File: config.mk
export PLATFORM = sky130hd
export DESIGN_NAME = basis_readout_flat
export DESIGN_NICKNAME = d
export VERILOG_FILES = /design/src/rtl/stab_pkg.sv /design/src/rtl/basis_readout_if.sv /design/src/rtl/row_classify.sv /design/src/rtl/basis_readout.sv /design/src/flat_wrapper.sv
export SDC_FILE = /design/constraint.sdc
export NUM_CORES = 1
export LEC_CHECK = 0
export ABC_AREA = 1
export BUFFER_PORTS_ARGS = -buffer_cell sky130_fd_sc_hd__buf_2
export CAP_MARGIN = 0
export CELL_PAD_IN_SITES_DETAIL_PLACEMENT = 0
export CELL_PAD_IN_SITES_GLOBAL_PLACEMENT = 2
export CORE_MARGIN = 2
export CORE_UTILIZATION = 27
export DETAILED_ROUTE_END_ITERATION = 12
export GPL_ROUTABILITY_DRIVEN = 0
export GPL_TIMING_DRIVEN = 0
export PLACE_DENSITY = 0.76
export SYNTH_ARGS = -nofsm -noshare
export SYNTH_HDL_FRONTEND = slang
export SYNTH_HIERARCHICAL = 1
export SYNTH_SLANG_ARGS = --single-unit
File: constraint.sdc
create_clock -name clk -period 1.7 [get_ports clk]
set_input_delay 0.17 -clock clk [delete_from_list [all_inputs] [get_ports clk]]
set_output_delay 0.17 -clock clk [all_outputs]
set_load 0.005 [all_outputs]
File: src/rtl/stab_pkg.sv
// stab_pkg -- shared definitions for the stabilizer emulation pipeline.
//   pauli_t      : 2-bit Pauli literal (00 I, 01 Z, 10 X, 11 Y)
//   LIT_*        : literal encodings
//   PH_*         : row phase encodings (0 = +, 1 = -)
//   state_t      : basis_readout FSM states
//   idx_w()      : width of a qubit index, never less than 1
package stab_pkg;

    typedef logic [1:0] pauli_t;

    localparam pauli_t LIT_I = 2'b00;
    localparam pauli_t LIT_Z = 2'b01;
    localparam pauli_t LIT_X = 2'b10;
    localparam pauli_t LIT_Y = 2'b11;

    localparam logic PH_POS = 1'b0;
    localparam logic PH_NEG = 1'b1;

    typedef enum logic [1:0] {IDLE, COLLECT, DONE} state_t;

    function automatic int idx_w(input int n);
        return (n > 1) ? $clog2(n) : 1;
    endfunction

endpackage

File: src/rtl/basis_readout_if.sv
// basis_readout_if -- row stream and result bus of basis_readout.
//   start, valid_in, literals_in, phase_in : producer -> readout
//   ready_out                              : readout -> producer
//   basis, done, basis_ok, err_not_basis,
//   err_dup                                : frame results
//   err_row_idx, err_row_vld               : only with BASIS_READOUT_ERR_IDX_EN
// Modports: master (row producer / result consumer), slave (basis_readout).
interface basis_readout_if
    import stab_pkg::*;
#(
    parameter int NUM_QUBIT = 3
);
    logic                            start;
    logic                            valid_in;
    logic                            ready_out;
    pauli_t [NUM_QUBIT-1:0]          literals_in;
    logic                            phase_in;
    logic   [NUM_QUBIT-1:0]          basis;
    logic                            done;
    logic                            basis_ok;
    logic                            err_not_basis;
    logic                            err_dup;
`ifdef BASIS_READOUT_ERR_IDX_EN
    logic   [idx_w(NUM_QUBIT)-1:0]   err_row_idx;
    logic                            err_row_vld;
`endif

    modport master (
        output start, valid_in, literals_in, phase_in,
        input  ready_out, basis, done, basis_ok, err_not_basis, err_dup
`ifdef BASIS_READOUT_ERR_IDX_EN
        , input err_row_idx, err_row_vld
`endif
    );

    modport slave (
        input  start, valid_in, literals_in, phase_in,
        output ready_out, basis, done, basis_ok, err_not_basis, err_dup
`ifdef BASIS_READOUT_ERR_IDX_EN
        , output err_row_idx, err_row_vld
`endif
    );

endinterface

File: src/rtl/row_classify.sv
// row_classify -- combinational check of one stabilizer row.
//   literals_i : one Pauli literal per qubit
//   has_xy_o   : some literal is X or Y
//   z_one_o    : exactly one literal is Z
//   z_onehot_o : one-hot position(s) of Z literals
//   z_idx_o    : encoded Z position (meaningful only when z_one_o)
module row_classify
    import stab_pkg::*;
#(
    parameter int NUM_QUBIT = 3
) (
    input  pauli_t [NUM_QUBIT-1:0]        literals_i,
    output logic                          has_xy_o,
    output logic                          z_one_o,
    output logic [NUM_QUBIT-1:0]          z_onehot_o,
    output logic [idx_w(NUM_QUBIT)-1:0]   z_idx_o
);
    localparam int IW = idx_w(NUM_QUBIT);

    always_comb begin
        has_xy_o   = 1'b0;
        z_onehot_o = '0;
        z_idx_o    = '0;
        for (int k = 0; k < NUM_QUBIT; k++) begin
            case (literals_i[k])
                LIT_I:        ;
                LIT_Z: begin
                    z_onehot_o[k] = 1'b1;
                    // OR-encode; only trusted when a single Z is present
                    z_idx_o       = z_idx_o | IW'(k);
                end
                LIT_X, LIT_Y: has_xy_o = 1'b1;
                default:      ;
            endcase
        end
    end

    // power-of-two test: nonzero and no second bit set
    assign z_one_o = (z_onehot_o != '0) &&
                     ((z_onehot_o & (z_onehot_o - NUM_QUBIT'(1))) == '0);

endmodule

File: src/rtl/basis_readout.sv
// basis_readout -- recovers a computational basis state from NUM_QUBIT
// stabilizer rows received one per accepted beat.
//   clk  : system clock, rising edge
//   rst  : asynchronous reset, active low
//   bus  : basis_readout_if.slave (row stream in, basis/flags out)
// Optional macro BASIS_READOUT_ERR_IDX_EN adds err_row_idx/err_row_vld,
// the beat index of the first row that raised an error.
module basis_readout
    import stab_pkg::*;
#(
    parameter int NUM_QUBIT = 3
) (
    input  logic           clk,
    input  logic           rst,
    basis_readout_if.slave bus
);
    localparam int CW = $clog2(NUM_QUBIT + 1);
    localparam int IW = idx_w(NUM_QUBIT);

    state_t                 state_q, state_d;
    logic [CW-1:0]          cnt_q, cnt_d;
    logic [NUM_QUBIT-1:0]   basis_q, basis_d;
    logic [NUM_QUBIT-1:0]   mask_q, mask_d;
    logic                   nb_q, nb_d;
    logic                   dup_q, dup_d;
    logic                   ok_q, ok_d;

    logic                   has_xy, z_one;
    logic [NUM_QUBIT-1:0]   z_onehot;
    logic [IW-1:0]          z_idx;
    logic                   beat;

    row_classify #(.NUM_QUBIT(NUM_QUBIT)) u_cls (
        .literals_i (bus.literals_in),
        .has_xy_o   (has_xy),
        .z_one_o    (z_one),
        .z_onehot_o (z_onehot),
        .z_idx_o    (z_idx)
    );

    assign beat = (state_q == COLLECT) && bus.valid_in;

    always_comb begin
        state_d = state_q;
        cnt_d   = cnt_q;
        basis_d = basis_q;
        mask_d  = mask_q;
        nb_d    = nb_q;
        dup_d   = dup_q;
        ok_d    = ok_q;
        case (state_q)
            IDLE: begin
                if (bus.start) begin
                    state_d = COLLECT;
                    cnt_d   = '0;
                    basis_d = '0;
                    mask_d  = '0;
                    nb_d    = 1'b0;
                    dup_d   = 1'b0;
                    ok_d    = 1'b0;
                end
            end
            COLLECT: begin
                if (beat) begin
                    cnt_d = cnt_q + CW'(1);
                    // bad rows leave basis untouched, so their phase is dropped
                    if (has_xy || !z_one)
                        nb_d = 1'b1;
                    else if ((mask_q & z_onehot) != '0)
                        dup_d = 1'b1;
                    else begin
                        mask_d         = mask_q | z_onehot;
                        basis_d[z_idx] = (bus.phase_in == PH_NEG);
                    end
                    if (cnt_q == CW'(NUM_QUBIT - 1)) begin
                        state_d = DONE;
                        // includes the final beat's flag/mask update
                        ok_d    = !nb_d && !dup_d && (&mask_d);
                    end
                end
            end
            DONE:    state_d = IDLE;
            default: state_d = IDLE;
        endcase
    end

    always_ff @(posedge clk or negedge rst) begin
        if (!rst) begin
            state_q <= IDLE;
            cnt_q   <= '0;
            basis_q <= '0;
            mask_q  <= '0;
            nb_q    <= 1'b0;
            dup_q   <= 1'b0;
            ok_q    <= 1'b0;
        end else begin
            state_q <= state_d;
            cnt_q   <= cnt_d;
            basis_q <= basis_d;
            mask_q  <= mask_d;
            nb_q    <= nb_d;
            dup_q   <= dup_d;
            ok_q    <= ok_d;
        end
    end

    assign bus.ready_out     = (state_q == COLLECT);
    assign bus.done          = (state_q == DONE);
    assign bus.basis         = basis_q;
    assign bus.basis_ok      = ok_q;
    assign bus.err_not_basis = nb_q;
    assign bus.err_dup       = dup_q;

`ifdef BASIS_READOUT_ERR_IDX_EN
    logic          row_bad;
    logic [IW-1:0] eidx_q, eidx_d;
    logic          evld_q, evld_d;

    assign row_bad = beat && (has_xy || !z_one || ((mask_q & z_onehot) != '0));

    always_comb begin
        eidx_d = eidx_q;
        evld_d = evld_q;
        if (state_q == IDLE && bus.start) begin
            eidx_d = '0;
            evld_d = 1'b0;
        end else if (row_bad && !evld_q) begin
            eidx_d = cnt_q[IW-1:0];
            evld_d = 1'b1;
        end
    end

    always_ff @(posedge clk or negedge rst) begin
        if (!rst) begin
            eidx_q <= '0;
            evld_q <= 1'b0;
        end else begin
            eidx_q <= eidx_d;
            evld_q <= evld_d;
        end
    end

    assign bus.err_row_idx = eidx_q;
    assign bus.err_row_vld = evld_q;
`endif

endmodule

File: src/flat_wrapper.sv
// flat-port wrapper written by rule: the top's interface ports become plain ports
module basis_readout_flat import stab_pkg::*;
#(
    parameter int NUM_QUBIT = 3
)
  (clk, rst, bus_start, bus_valid_in, bus_literals_in, bus_phase_in, bus_ready_out, bus_basis, bus_done, bus_basis_ok, bus_err_not_basis, bus_err_dup);
  basis_readout_if #(.NUM_QUBIT(NUM_QUBIT)) bus_i ();
  input  logic clk;
  input  logic rst;
  input wire logic [$bits(bus_i.start)-1:0] bus_start;
  input wire logic [$bits(bus_i.valid_in)-1:0] bus_valid_in;
  input wire logic [$bits(bus_i.literals_in)-1:0] bus_literals_in;
  input wire logic [$bits(bus_i.phase_in)-1:0] bus_phase_in;
  output wire logic [$bits(bus_i.ready_out)-1:0] bus_ready_out;
  output wire logic [$bits(bus_i.basis)-1:0] bus_basis;
  output wire logic [$bits(bus_i.done)-1:0] bus_done;
  output wire logic [$bits(bus_i.basis_ok)-1:0] bus_basis_ok;
  output wire logic [$bits(bus_i.err_not_basis)-1:0] bus_err_not_basis;
  output wire logic [$bits(bus_i.err_dup)-1:0] bus_err_dup;
  assign bus_i.start = bus_start;
  assign bus_i.valid_in = bus_valid_in;
  assign bus_i.literals_in = bus_literals_in;
  assign bus_i.phase_in = bus_phase_in;
  assign bus_ready_out = bus_i.ready_out;
  assign bus_basis = bus_i.basis;
  assign bus_done = bus_i.done;
  assign bus_basis_ok = bus_i.basis_ok;
  assign bus_err_not_basis = bus_i.err_not_basis;
  assign bus_err_dup = bus_i.err_dup;
  basis_readout #(.NUM_QUBIT(NUM_QUBIT)) u_core (.clk(clk), .rst(rst), .bus(bus_i));
endmodule
# Word level (Yosys, flattened, before mapping)
# Index checks and enable logic that the tools add are counted.
# W data, S select, Z words.
# totals
out_inout_bits	8
inputBits	11
ff_bits	13
word_cells	97
# op_classes
n_reduce_logical	22
eq_ne	17
muxes	44
addsub	2
bitwise_logic	3
magnitude_cmp	2
# op_table
op	n
$mux W3	9
$mux W1	20
$eq A2 B2 Y1 const B	8
$mux W2	6
$pmux W3 S2	2
$reduce_and A3 Y1	3
$eq A2 B1 Y1 const B	4
$pmux W2 S2	2
$and A3 B3 Y3	2
$ne A2 B2 Y1 const B	3
$pmux W1 S2	3
$reduce_bool A3 Y1	2
$reduce_or A2 Y1	3
$logic_and A1 B1 Y1	5
$reduce_and A5 Y1	1
$ne A2 B1 Y1 const B	2
$reduce_and A4 Y1	1
$bwmux W3	1
$logic_not A1 Y1	3
$logic_not A3 Y1	1
$lt A2 B3 Y1 const B	1
$or A3 B3 Y3	1
$sub A3 B1 Y3 const B	1
$add A2 B1 Y2 const B	1
5 further kinds	5

# Logic depth before layout (Yosys ltp)
# logic_depth
word_depth	17
mapped_depth	14
mapped_depth_nobuf	14

# Cells and area by module
# The synthesis kept the hierarchy.
# by_module_without_submodules
module	area_per_inst_um2	cells_each	n_inst	seq_area_each_um2
basis_readout	720.7	106	1	325.3
row_classify	87.6	17	1	0.0

# Worst setup path after synthesis
# No wires, ideal clock.
# synth_timing
kind	input-to-reg
startpoint	in bus_literals_in[3]
endpoint	reg u_core.basis_q[0] (netlist: u_core/bus.basis[0])
stages	12
arrival_ps	1194
path_buffers	0
setup_time_ps	116
t_required_ps	1584
slack_ps	390
path_cell_list	inv_1 > nand2_1 > nand3_1 > nand2_1 > nor2_1 > inv_1 > nor2_1 > nand2_1 > a21oi_2 > nand2_1 > nand2_1 > nand2_1
# synth_via
elab_cells_between_ends	31
classes_between	add/sub: 1; order compare: 2; eq/ne: 5; mux: 12; bitwise: 2; reduce/logical: 9
# synth_rtl
element	line	rtl
start, declared	flat_wrapper.sv:12	input wire logic [$bits(bus_i.literals_in)-1:0] bus_literals_in;
$eq A2 B1 Y1 *	row_classify.sv:25	case (literals_i[k])
$mux W1 *	row_classify.sv:25	
$sub A3 B1 Y3	row_classify.sv:40	((z_onehot_o & (z_onehot_o - NUM_QUBIT'(1))) == '0);
$and A3 B3 Y3	row_classify.sv:40	
$logic_not A3 Y1	row_classify.sv:40	
$logic_and A1 B1 Y1 *	row_classify.sv:39	assign z_one_o = (z_onehot_o != '0) &&
named net u_core.z_one	basis_readout.sv:28	logic has_xy, z_one;
$logic_not A1 Y1 *	basis_readout.sv:67	if (has_xy || !z_one)
$logic_or A1 B1 Y1 *	basis_readout.sv:67	
$ne A2 B2 Y1 (no source line) *	n/a	
$reduce_and A5 Y1 (no source line) *	n/a	
end signal, assigned	basis_readout.sv:99	basis_q <= basis_d;
end, declared	basis_readout.sv:22	logic [NUM_QUBIT-1:0] basis_q, basis_d;
# Mark *: on every way through the listed nets, which the timed path passes. The rest lies on a longest branch. The select of a mux whose other input is x is not followed.
# A chain may end at the register's enable or synchronous reset.

# Final worst setup path
# layout_timing
startpoint	reg u_core.state_q[0]
endpoint	reg u_core.basis_q[2] (netlist: u_core/bus.basis[2])
# layout_via
elab_chain_len	4
elab_cells_between_ends	10
classes_between	eq/ne: 5; mux: 1; reduce/logical: 4
# layout_lines
element	line	rtl
start, declared	basis_readout.sv:20	state_t state_q, state_d;
start signal, assigned	basis_readout.sv:97	state_q <= state_d;
$eq A2 B1 Y1	basis_readout.sv:41, basis_readout.sv:51	
$logic_and A1 B1 Y1	basis_readout.sv:41	assign beat = (state_q == COLLECT) && bus.valid_in;
$ne A2 B1 Y1 (no source line)	n/a	
$reduce_and A5 Y1 (no source line)	n/a	
# Parallel ways exist; a longest one is shown, timed or not.

==> summary.md <==
| Metric | Value |
|---|---|
| Drt wl/cell | a little over 9 um |
| Synth warn | 6 |
| Total gr overflow | 0 |
| Power Density | around 1100 mW/mm^2 |
| Synth area leader | dfrtp_1 |
| H-Tree Depth | 1 |
| Final wirelength | about 1600 um |
| Tmin final | 1.45 ns |
| RSZ-0062 raised after global routing | no |
| Required @ worst endpoint | about 1.9 ns |
| Placed cells | around 170 |
| Total GRT Usage | between 10% and 20% |
| Max cap viols | 0 |
| Hold Crit Class | in -> reg |
| Peak Freq | approximately 690 MHz |
| Crit path buf inv count | 1 |
| Post-route ant nets | 0 |
| Initial Util | just under 30% |
| Area Growth Syn to Fin | 20.6% |
| Placed inst area | roughly 940 um^2 |
| Worst rel slew slack | 76.2% |
| CP arrival | roughly 1.6 ns |
| Dpl ws | -0.00646 ns |
| Mean post-synth cell area | ~6.6 um^2 |
| Slew @ Worst Pin | roughly 0.35 ns |
| Share of the synthesized area in the top cell type | 40.2% |
| Vias per cell | about 4.2 |
| Setup TNS | 0 ns |
| # IOs | 19 |
| DR pass1 iterations | 8 |
| Vias in the first global route | ~700 |
| Outcome | finished with violations |
| First-pass GRT wire length | about 2800 um |
| Die Span X | around 59 um |
| CTS resizes | 0 |
| Vias | 739 |
| Crit-path most repeated cell | nand2_1 |
| Largest net degree at the start of global routing | 14 |
| Final hold vios | 0 |
| Number of nets in the layout | about 160 |
| Placed wire-length estimate | between 1000 and 1500 um |
| Design Area, Final | approximately 970 um^2 |
| Ant diodes | 0 |
| Post-route insts no fill | between 150 and 200 |
| Leading cell types in the layout, fill and taps excluded | nand2_1, inv_1, buf_2 |
| Ranking of synthesized cells by area | dfrtp_1, nand2_1, inv_1, nor2_1, o21ai_0 |
| CTS tree | yes |
| Slowest stage delay, CP | around 0.45 ns |
| Rows | 19 |
| Syn nets | between 100 and 150 |
| Slowest-stage cell, CP | dfrtp_1 |
| Lkg Pwr | between 0.5 and 0.6 nW |
| Number of antenna violations at the first check in global routing | 0 |
| Root buffer cell | clkbuf_4 |
| CP Cell Sequence | nor2_1 > nand2_2 > nand2_2 > inv_2 > a21oi_2 > nand2_1 > nand2_1 > nand2_1 |
| Mapped Cells | approximately 120 |
| Crit end category | register |
| Core area | between 0.002 and 0.003 mm^2 |
| Post-synthesis sequential area ratio | approximately two fifths |
| Max Buffers Root-to-Sink | 2 |
| Synth cell types | 17 |
| Most common cell after layout, fill and taps aside | nand2_1 |
| Final Cycle Share | 85.2% |
| Final Max Slew Viols | 0 |
| Startpoint types | register |
| Max VDD drop | between 0.0006 and 0.0007 V |
| Final setup viols | 0 |
| Skew final | 0.0135 ns |
| Die H | 58.7 um |
| Layout cells sized above 1 | approximately 25% |
| Drt initial violations | 27 |
| CTS buffer count | 3 |
| Synth Cell Area | approximately 810 um^2 |
| CP delay by family, top | simple AND/OR/NAND/NOR gates |
| Clock latency on the worst-skew pair | between 0.2 and 0.3 ns |
| Maximum fanout along the worst path | 6 |
| Die ar. | 0.00345 mm^2 |
| Port bufs | 18 |
| Final WS setup | 0.252 ns |
| # clock sinks | 13 |
| Type of the worst setup path | reg -> reg |
| FF+latch count, synth | 13 |
| # DRC | 1 |
| Clock Pin Slew Worst Setup and Hold Paths | roughly 0.070 ns |
| Failing checks | design-rule violations |
state kept, by name, summed over array words and instances, names as in the netlist:
name,cells
u_core/bus.err_dup,1
u_core/mask_q,3
u_core/bus.basis,3
u_core/bus.basis_ok,1
u_core/bus.err_not_basis,1
u_core/cnt_q,2
u_core/state_q,2
report_power, final:
group | switching [mW] | total (mW) | leakage [nW] | internal (mW)
Combinational | 0.287 | 0.447 | 0.394 | 0.160
Clock | 0.104 | 0.191 | 0.0177 | 0.0872
Sequential | 0.0515 | 0.441 | 0.172 | 0.389
worst paths after layout:
path,start,end,slack (ns),cells past startpoint
setup / recovery,u_core/state_q[0],u_core/bus.basis[2],0.25,8
hold / removal,bus_start,u_core/state_q[0],0.18,3
setup reg to reg,u_core/state_q[0],u_core/bus.basis[2],0.25,8
hold reg to reg,u_core/bus.basis[2],u_core/bus.basis[2],0.47,2
max in group asynchronous,rst,u_core/mask_q[0],1.16,2
min in group asynchronous,rst,u_core/cnt_q[1],0.30,2
synth_stat cells:
cell type,count
nand2_1,46
inv_1,19
dfrtp_1,13
nor2_1,13
o21ai_0,6
inv_2,5
nand3_1,5
nand2_2,4
a21oi_1,3
buf_4,2
a21boi_0,1
a21oi_2,1
clkinv_1,1
ha_1,1
nand2_4,1
nand3_2,1
o21bai_1,1
repair_timing:
item	in CTS	in global routing
buffers inserted	0	0
setup endpoints to repair	0	0
hold endpoints to repair	13	0
hold buffers	1	0
layout make-up:
type | instances | area [um^2]
Buffer | 2 | 15.0
Clock buffer | 3 | 22.5
Clock inverter | 1 | 5.00
Fill cell | 327 | 1830
Inverter | 25 | 93.8
Multi-Input combinational cell | 83 | 374
Sequential cell | 13 | 325
Tap cell | 31 | 38.8
Timing Repair Buffer | 19 | 100
worst register-to-register path, delay by kind of cell (launching register included):
family,cells,cell delay (ns)
and+or+nand+nor,6,0.59
buffers and inverters,1,0.07
AOI/OAI and AO/OA,1,0.24
DFF,1,0.45
through the flow:
step | power [mW] | hold WS (ns) | util [%]
finish | 1.08 | 0.178 | 34.7
global route | 1.20 | 0.187 | 34.7
CTS | 1.10 | 0.175 | 34.7
detailed placement | 0.904 | 0.0756 | 33.4
global placement | 0.899 | 0.0806 | 33.4
floorplan | 0.750 | -0.126 | -
per-layer routing:
layer  vias to the layer above  wire, um  track usage, %
li1                        411         -               -
met1                       316       785            14.2
met2                        10       738            17.0
met3                         2        73            4.18
met4                         0        13            3.90
met5                         -         0               0
kinds of logic after synthesis:
kind of cell / after synthesis / synth area share (%)
AOI/OAI and AO/OA: 12 / 8.51
adders and majority gates: 1 / 1.55
and+or+nand+nor: 70 / 36.2
DFF: 13 / 40.2
buffers and inverters: 27 / 13.5
(Power assumes the default switching activity.)
